**src/rtl/arb_pkg.sv**
```systemverilog
// ============================================================================
//  Module      : arb_pkg
//  Description : Shared types and constants for operand_bus_arbiter:
//                arbiter state encoding, burst/statistics counter widths
//                and a saturating-increment helper for the statistics counters.
//  Revision    : 1.0 - initial release
// ============================================================================
`default_nettype none

package arb_pkg;

    typedef enum logic [1:0] {
        IDLE = 2'b00,
        OWN0 = 2'b01,
        OWN1 = 2'b10
    } arb_state_e;

    localparam int BURST_CNT_W = 8;
    localparam int STATS_W     = 16;

    // Increment that sticks at all-ones instead of wrapping.
    function automatic logic [STATS_W-1:0] sat_inc(input logic [STATS_W-1:0] v);
        return (&v) ? v : v + 1'b1;
    endfunction

endpackage

`default_nettype wire

```
**src/rtl/rr_grant_fsm.sv**
```systemverilog
// ============================================================================
//  Module      : rr_grant_fsm
//  Description : Round-robin grant FSM with a per-owner burst limit.
//                Holds state, burst_cnt and last_winner; the grant is
//                registered so the datapath select never glitches.
//  Ports       : clk, rst_n      - clock, async active-low reset
//                req0/1_valid    - requester word pending
//                xfer            - a transfer completes this cycle
//                owned           - some requester owns the bus
//                grant, ctl      - current owner (0/1), mux select
//  Revision    : 1.0 - initial release
// ============================================================================
`default_nettype none

module rr_grant_fsm
    import arb_pkg::*;
#(
    parameter int BURST_MAX = 4
) (
    input  logic clk,
    input  logic rst_n,
    input  logic req0_valid,
    input  logic req1_valid,
    input  logic xfer,
    output logic owned,
    output logic grant,
    output logic ctl
);

    localparam logic [BURST_CNT_W:0]   C_BURST_MAX  = (BURST_CNT_W+1)'(BURST_MAX);
    localparam logic [BURST_CNT_W-1:0] C_BURST_LAST = BURST_CNT_W'(BURST_MAX - 1);

    arb_state_e             state_q, state_d;
    logic [BURST_CNT_W-1:0] burst_cnt_q, burst_cnt_d;
    logic                   last_winner_q, last_winner_d;

    logic                   w_own_v;
    logic                   w_oth_v;
    arb_state_e             w_other;
    logic [BURST_CNT_W:0]   w_cnt_inc;

    // State register
    always_ff @(posedge clk or negedge rst_n) begin
        if (!rst_n) begin
            state_q       <= IDLE;
            burst_cnt_q   <= '0;
            last_winner_q <= 1'b1;   // req0 wins the first tie
        end else begin
            state_q       <= state_d;
            burst_cnt_q   <= burst_cnt_d;
            last_winner_q <= last_winner_d;
        end
    end

    // Next-state logic
    always_comb begin
        state_d       = state_q;
        burst_cnt_d   = burst_cnt_q;
        last_winner_d = last_winner_q;
        w_own_v       = (state_q == OWN1) ? req1_valid : req0_valid;
        w_oth_v       = (state_q == OWN1) ? req0_valid : req1_valid;
        w_other       = (state_q == OWN1) ? OWN0 : OWN1;
        w_cnt_inc     = {1'b0, burst_cnt_q} + 1'b1;

        case (state_q)
            IDLE: begin
                burst_cnt_d = '0;
                if (req0_valid && req1_valid) begin
                    state_d = last_winner_q ? OWN0 : OWN1;
                end else if (req0_valid) begin
                    state_d = OWN0;
                end else if (req1_valid) begin
                    state_d = OWN1;
                end
            end
            OWN0, OWN1: begin
                if (xfer) begin
                    last_winner_d = (state_q == OWN1);
                end
                if (xfer && (w_cnt_inc == C_BURST_MAX) && w_oth_v) begin
                    state_d     = w_other;
                    burst_cnt_d = '0;
                end else if (!w_own_v && w_oth_v) begin
                    state_d     = w_other;
                    burst_cnt_d = '0;
                end else if (!w_own_v) begin
                    state_d     = IDLE;
                    burst_cnt_d = '0;
                end else if (xfer) begin
                    // Saturate so a lone owner keeps streaming; the next
                    // transfer after the other side raises valid hands over.
                    burst_cnt_d = (w_cnt_inc >= C_BURST_MAX) ? C_BURST_LAST
                                                             : w_cnt_inc[BURST_CNT_W-1:0];
                end
            end
            default: begin
                state_d     = IDLE;
                burst_cnt_d = '0;
            end
        endcase
    end

    // Outputs (decoded from registered state only)
    always_comb begin
        owned = (state_q == OWN0) || (state_q == OWN1);
        grant = (state_q == OWN1);
        ctl   = grant;
    end

endmodule

`default_nettype wire

```
**src/rtl/operand_bus_arbiter.sv**
```systemverilog
// ============================================================================
//  Module      : operand_bus_arbiter
//  Description : Arbitrates two 32-bit operand requesters onto one datapath.
//                Registered round-robin grant with burst limit drives the
//                2:1 select; selected word lands in a one-entry output stage
//                with valid/ready handshake.
//  Ports       : clk, rst_n                  - clock, async active-low reset
//                reqN_valid/data/ready       - requester N handshake
//                ctl                         - mux select (registered grant)
//                out_valid/data/src/ready    - output handshake
//                grant_cnt0/1                - per-requester transfer counts
//                                              (only with ARB_STATS_EN)
//  Config      : `define ARB_STATS_EN adds saturating 16-bit grant counters.
//  Revision    : 1.0 - initial release
// ============================================================================
`default_nettype none

module operand_bus_arbiter
    import arb_pkg::*;
#(
    parameter int WIDTH     = 32,
    parameter int BURST_MAX = 4
) (
    input  logic               clk,
    input  logic               rst_n,
    input  logic               req0_valid,
    input  logic [WIDTH-1:0]   req0_data,
    output logic               req0_ready,
    input  logic               req1_valid,
    input  logic [WIDTH-1:0]   req1_data,
    output logic               req1_ready,
    output logic               ctl,
    output logic               out_valid,
    output logic [WIDTH-1:0]   out_data,
    output logic               out_src,
    input  logic               out_ready
`ifdef ARB_STATS_EN
    ,
    output logic [STATS_W-1:0] grant_cnt0,
    output logic [STATS_W-1:0] grant_cnt1
`endif
);

    logic             w_owned;
    logic             w_grant;
    logic             w_out_free;
    logic             w_xfer0;
    logic             w_xfer1;
    logic             w_xfer;
    logic [WIDTH-1:0] w_sel_data;

    logic             out_valid_q, out_valid_d;
    logic [WIDTH-1:0] out_data_q,  out_data_d;
    logic             out_src_q,   out_src_d;

    rr_grant_fsm #(
        .BURST_MAX (BURST_MAX)
    ) u_fsm (
        .clk        (clk),
        .rst_n      (rst_n),
        .req0_valid (req0_valid),
        .req1_valid (req1_valid),
        .xfer       (w_xfer),
        .owned      (w_owned),
        .grant      (w_grant),
        .ctl        (ctl)
    );

    // Ready depends only on registered state and out_ready, never on valid.
    always_comb begin
        w_out_free = !out_valid_q || out_ready;
        req0_ready = w_owned && !w_grant && w_out_free;
        req1_ready = w_owned &&  w_grant && w_out_free;
        w_xfer0    = req0_valid && req0_ready;
        w_xfer1    = req1_valid && req1_ready;
        w_xfer     = w_xfer0 || w_xfer1;
        w_sel_data = ctl ? req1_data : req0_data;
    end

    // Output stage: reload on transfer (even while draining), else drain.
    always_comb begin
        out_valid_d = out_valid_q;
        out_data_d  = out_data_q;
        out_src_d   = out_src_q;
        if (w_xfer) begin
            out_valid_d = 1'b1;
            out_data_d  = w_sel_data;
            out_src_d   = ctl;
        end else if (out_ready) begin
            out_valid_d = 1'b0;
        end
    end

    always_ff @(posedge clk or negedge rst_n) begin
        if (!rst_n) begin
            out_valid_q <= 1'b0;
            out_data_q  <= '0;
            out_src_q   <= 1'b0;
        end else begin
            out_valid_q <= out_valid_d;
            out_data_q  <= out_data_d;
            out_src_q   <= out_src_d;
        end
    end

    assign out_valid = out_valid_q;
    assign out_data  = out_data_q;
    assign out_src   = out_src_q;

`ifdef ARB_STATS_EN
    logic [STATS_W-1:0] grant_cnt0_q, grant_cnt0_d;
    logic [STATS_W-1:0] grant_cnt1_q, grant_cnt1_d;

    always_comb begin
        grant_cnt0_d = w_xfer0 ? sat_inc(grant_cnt0_q) : grant_cnt0_q;
        grant_cnt1_d = w_xfer1 ? sat_inc(grant_cnt1_q) : grant_cnt1_q;
    end

    always_ff @(posedge clk or negedge rst_n) begin
        if (!rst_n) begin
            grant_cnt0_q <= '0;
            grant_cnt1_q <= '0;
        end else begin
            grant_cnt0_q <= grant_cnt0_d;
            grant_cnt1_q <= grant_cnt1_d;
        end
    end

    assign grant_cnt0 = grant_cnt0_q;
    assign grant_cnt1 = grant_cnt1_q;
`endif

endmodule

`default_nettype wire
```
**config.mk**
```make
export PLATFORM = sky130hd
export DESIGN_NAME = operand_bus_arbiter
export DESIGN_NICKNAME = d
export VERILOG_FILES = /design/src/rtl/arb_pkg.sv /design/src/rtl/rr_grant_fsm.sv /design/src/rtl/operand_bus_arbiter.sv
export SDC_FILE = /design/constraint.sdc
export NUM_CORES = 1
export LEC_CHECK = 0
export CAP_MARGIN = 20
export CORE_MARGIN = 3
export CORE_UTILIZATION = 45
export DETAILED_ROUTE_END_ITERATION = 12
export PLACE_DENSITY = 0.83
export RECOVER_POWER = 50
export SLEW_MARGIN = 20
export SYNTH_ARGS = -nofsm -noshare
export SYNTH_HDL_FRONTEND = slang
export SYNTH_SLANG_ARGS = --single-unit
export TNS_END_PERCENT = 5
```
**constraint.sdc**
```tcl
create_clock -name clk -period 4.92 [get_ports clk]
set_input_delay 0.492 -clock clk [delete_from_list [all_inputs] [get_ports clk]]
set_output_delay 0.492 -clock clk [all_outputs]
set_load 0.03 [all_outputs]
```
==> flow_summary.toml <==
[synth]
synth_edf_count = 0
yosysTopAreaCell = "dfrtp_1"
synth_cells = 230
seq_area_frac_synth_pct = 48.31
synth_area_per_cell_um2 = 10.15
yosys-top-cells-area = "dfrtp_1 (47%), mux2i_1 (14%), a21oi_1 (7.5%)"
ys_warn_count = 0
synth_nets = 305
async_reset_ff_share_pct = 100.0
syn_area_um2 = 2333
ys.flop_type = "dfrtp_1"
ys_ff_latch = 45
synth_top_area_share_pct = 47.18
yosys.cell_types.count = 41

[clocking]
clkLatencyLatePin_ns = 0.30
ctsLongestPathBuffers = 2
post_cts_resize_count = 0
cts_tree = "done"
path_clk_slew_ns = 0.08
clock-root-buffer = "clkbuf_8"
cts.sinks = 45
ctsHoldBuffers = 0
htree_levels = 2
cts_buffers = 5
post_cts_buffers = 0

[cells_and_area]
final_nets = 406
diodes = 0
area_delta_synth_final_pct = 49.81
fin_area_um2 = 3496
drive_gt1_share_pct = 5.422
utilization_pct = 71.64

[run]
maxCapViolCount = 1

[global_routing]
grt_pass1_wl_um = 8990
first_global_vias = 1919
grt_max_degree = 52
grt-ovfl-total = 0
antenna_found_initial = 0
track_usage_pct = 18.49

[sta]
min_period_over_period_pct = 54.20
hold_violations = 0
setup_violations = 0
max_slew_margin_pct = -56.53
drv_slew = 46
skew_ns = 0.006348
worst_pin_slew_ns = 2.348
tns_ns = 0
whs_ns = 0.5101
rsz0062_at_grt = "no"
fmax_ghz = 0.3750
final_period_minus_worst_setup_slack_ns = 2.666

[critical_path]
critical_path_class = "flip-flop to flip-flop"
cp-start-kind = "flip-flop"
critPathMaxFanout = 25
path_buf_inv = 2
crit_family = "simple AND/OR/NAND/NOR gates"
cp_slowest_cell = "ha_2"
path_cells = "inv_1 > ha_2 > buf_4 > a21oi_1 > nor4b_1 > and3_4 > o22ai_1"
slowest_delay_ns = 0.53
critPathCaptureType = "flip-flop"
worstPathRequired_ns = 5.09
cp.arrival_ns = 2.84

[status]
failed_checks = "capacitance limit, slew limit"
status = "complete, but fails checks"

[drt]
drt-vias-per-instance = 5.093
ant_nets = 0
drt_iter0_drc = 157
wire_per_inst_um = 13.91
wirelength_um = 5551
drt_first_pass_iters = 4
drc = 0
via_count = 2032

[die]
die_area_um2 = 6086
core_area_um2 = 4880
start_util_pct = 47.82
die_w_um = 78.01
die_h_um = 78.01
io_pins = 106
rows = 25

[power]
powerDensity_nw_per_um2 = 572.1
leakage_nw = 1.407
ir_drop_v = 0.0003391

[placement]
port_buffers = 105
hpwl_um = 4162
gp_congestion = 0.8683
place_area_um2 = 3413

[worst_hold_path]
min_path_type = "flip-flop to flip-flop"
-- worst register-to-register path: stages, from the launching register on --
cell and delay [ns]:
dfrtp_1 0.42, inv_1 0.12, ha_2 0.53, buf_4 0.43, a21oi_1 0.13, nor4b_1 0.50, and3_4 0.31, o22ai_1 0.10
-- final cells by class --
type | count | area (µm²)
clock buffers | 7 | 76.32
clock inverters | 1 | 7.507
fillers | 389 | 1384
inverters | 3 | 11.26
multi-input cells | 169 | 1130
flip-flops and latches | 45 | 1127
well taps | 67 | 83.83
repair buffers | 107 | 1060
-- worst paths after layout --
kind | slack, ns | endpoint | startpoint | depth (start not counted)
max | 2.25 | u_fsm.state_q[0]$_DFFE_PN0P_ | u_fsm.state_q[0]$_DFFE_PN0P_ | 7
min | 0.51 | out_src$_DFFE_PN0P_ | out_src$_DFFE_PN0P_ | 1
max reg2reg | 2.25 | u_fsm.state_q[0]$_DFFE_PN0P_ | u_fsm.state_q[0]$_DFFE_PN0P_ | 7
min reg2reg | 0.51 | out_src$_DFFE_PN0P_ | out_src$_DFFE_PN0P_ | 1
max in group asynchronous | 2.69 | u_fsm.burst_cnt_q[2]$_DFFE_PN0P_ | rst_n | 1
min in group asynchronous | 0.90 | out_data[1]$_DFFE_PN0P_ | rst_n | 1
-- through the flow --
stage | worst slack [ns] | std cells | power, mW
finish | 2.254 | 399 | 2.000
CTS | 2.194 | 399 | 2.051
global route | 2.022 | 399 | 2.131
floorplan | 2.891 | 230 | 1.373
detailed placement | 2.036 | 391 | 1.823
global placement | 2.076 | 391 | 1.799
-- registers in the layout, summed over array words and instances (netlist names) --
register,count
u_fsm.last_winner_q,1
u_fsm.burst_cnt_q,8
out_src,1
u_fsm.state_q,2
out_data,32
out_valid,1
-- per-layer routing --
metal / GRT usage [%] / routed length (µm) / vias up
met1: 22.09 / 2158 / 960
met2: 31.59 / 2932 / 54
met4: 3.147 / 34 / 0
met5: 0 / 0 / -
li1: - / - / 1013
met3: 7.798 / 426 / 5
-- cell usage after synthesis (2+ instances only) --
master and number:
a21oi_1 35, a31oi_1 3, and2_1 10, and3_1 2, buf_1 6, buf_6 2, clkbuf_1 3, dfrtp_1 44
ha_1 6, inv_1 3, mux2_2 3, mux2i_1 32, nand2_1 6, nand2b_1 4, nand3_1 3, nand4_1 2
nor2_1 37, nor2b_1 2, nor3_1 2, o21ai_0 3, o22ai_1 2
-- cell families after synthesis --
logic type | count (synthesis) | share of synthesized area, %
muxes | 35 | 15.17
adders and majority gates | 6 | 3.217
xor gates and xnor gates | 1 | 0.3754
and+or+nand+nor | 77 | 17.48
AOI/OAI and AO/OA | 50 | 12.01
DFF | 45 | 48.31
buffers and inverters | 16 | 3.431
-- power breakdown --
group | switching, mW | internal, mW | total, mW
combinational | 0.680 | 0.497 | 1.18
clock | 0.122 | 0.101 | 0.223
sequential | 0.0791 | 0.522 | 0.601
total | 0.881 | 1.12 | 2.00
-- cells in the final DEF (no fill, tap or decap), types with 2 or more instances in the layout --
master	Yosys	routed
mux2i_1	32	32
o22ai_1	2	2
inv_1	3	3
clkdlybuf4s50_1	0	86
clkbuf_8	0	5
and3_1	2	2
and2_1	10	9
nor2_1	37	37
dlygate4sd3_1	0	18
nand4_1	2	2
nand2_1	6	6
a31oi_1	3	3
nor2b_1	2	2
dfrtp_1	44	44
mux2_2	3	3
clkbuf_1	3	3
nand3_1	3	3
a21oi_1	35	35
nor3_1	2	2
buf_4	1	2
o21ai_0	3	3
ha_1	6	5
nand2b_1	4	4
(Power assumes the default switching activity.)
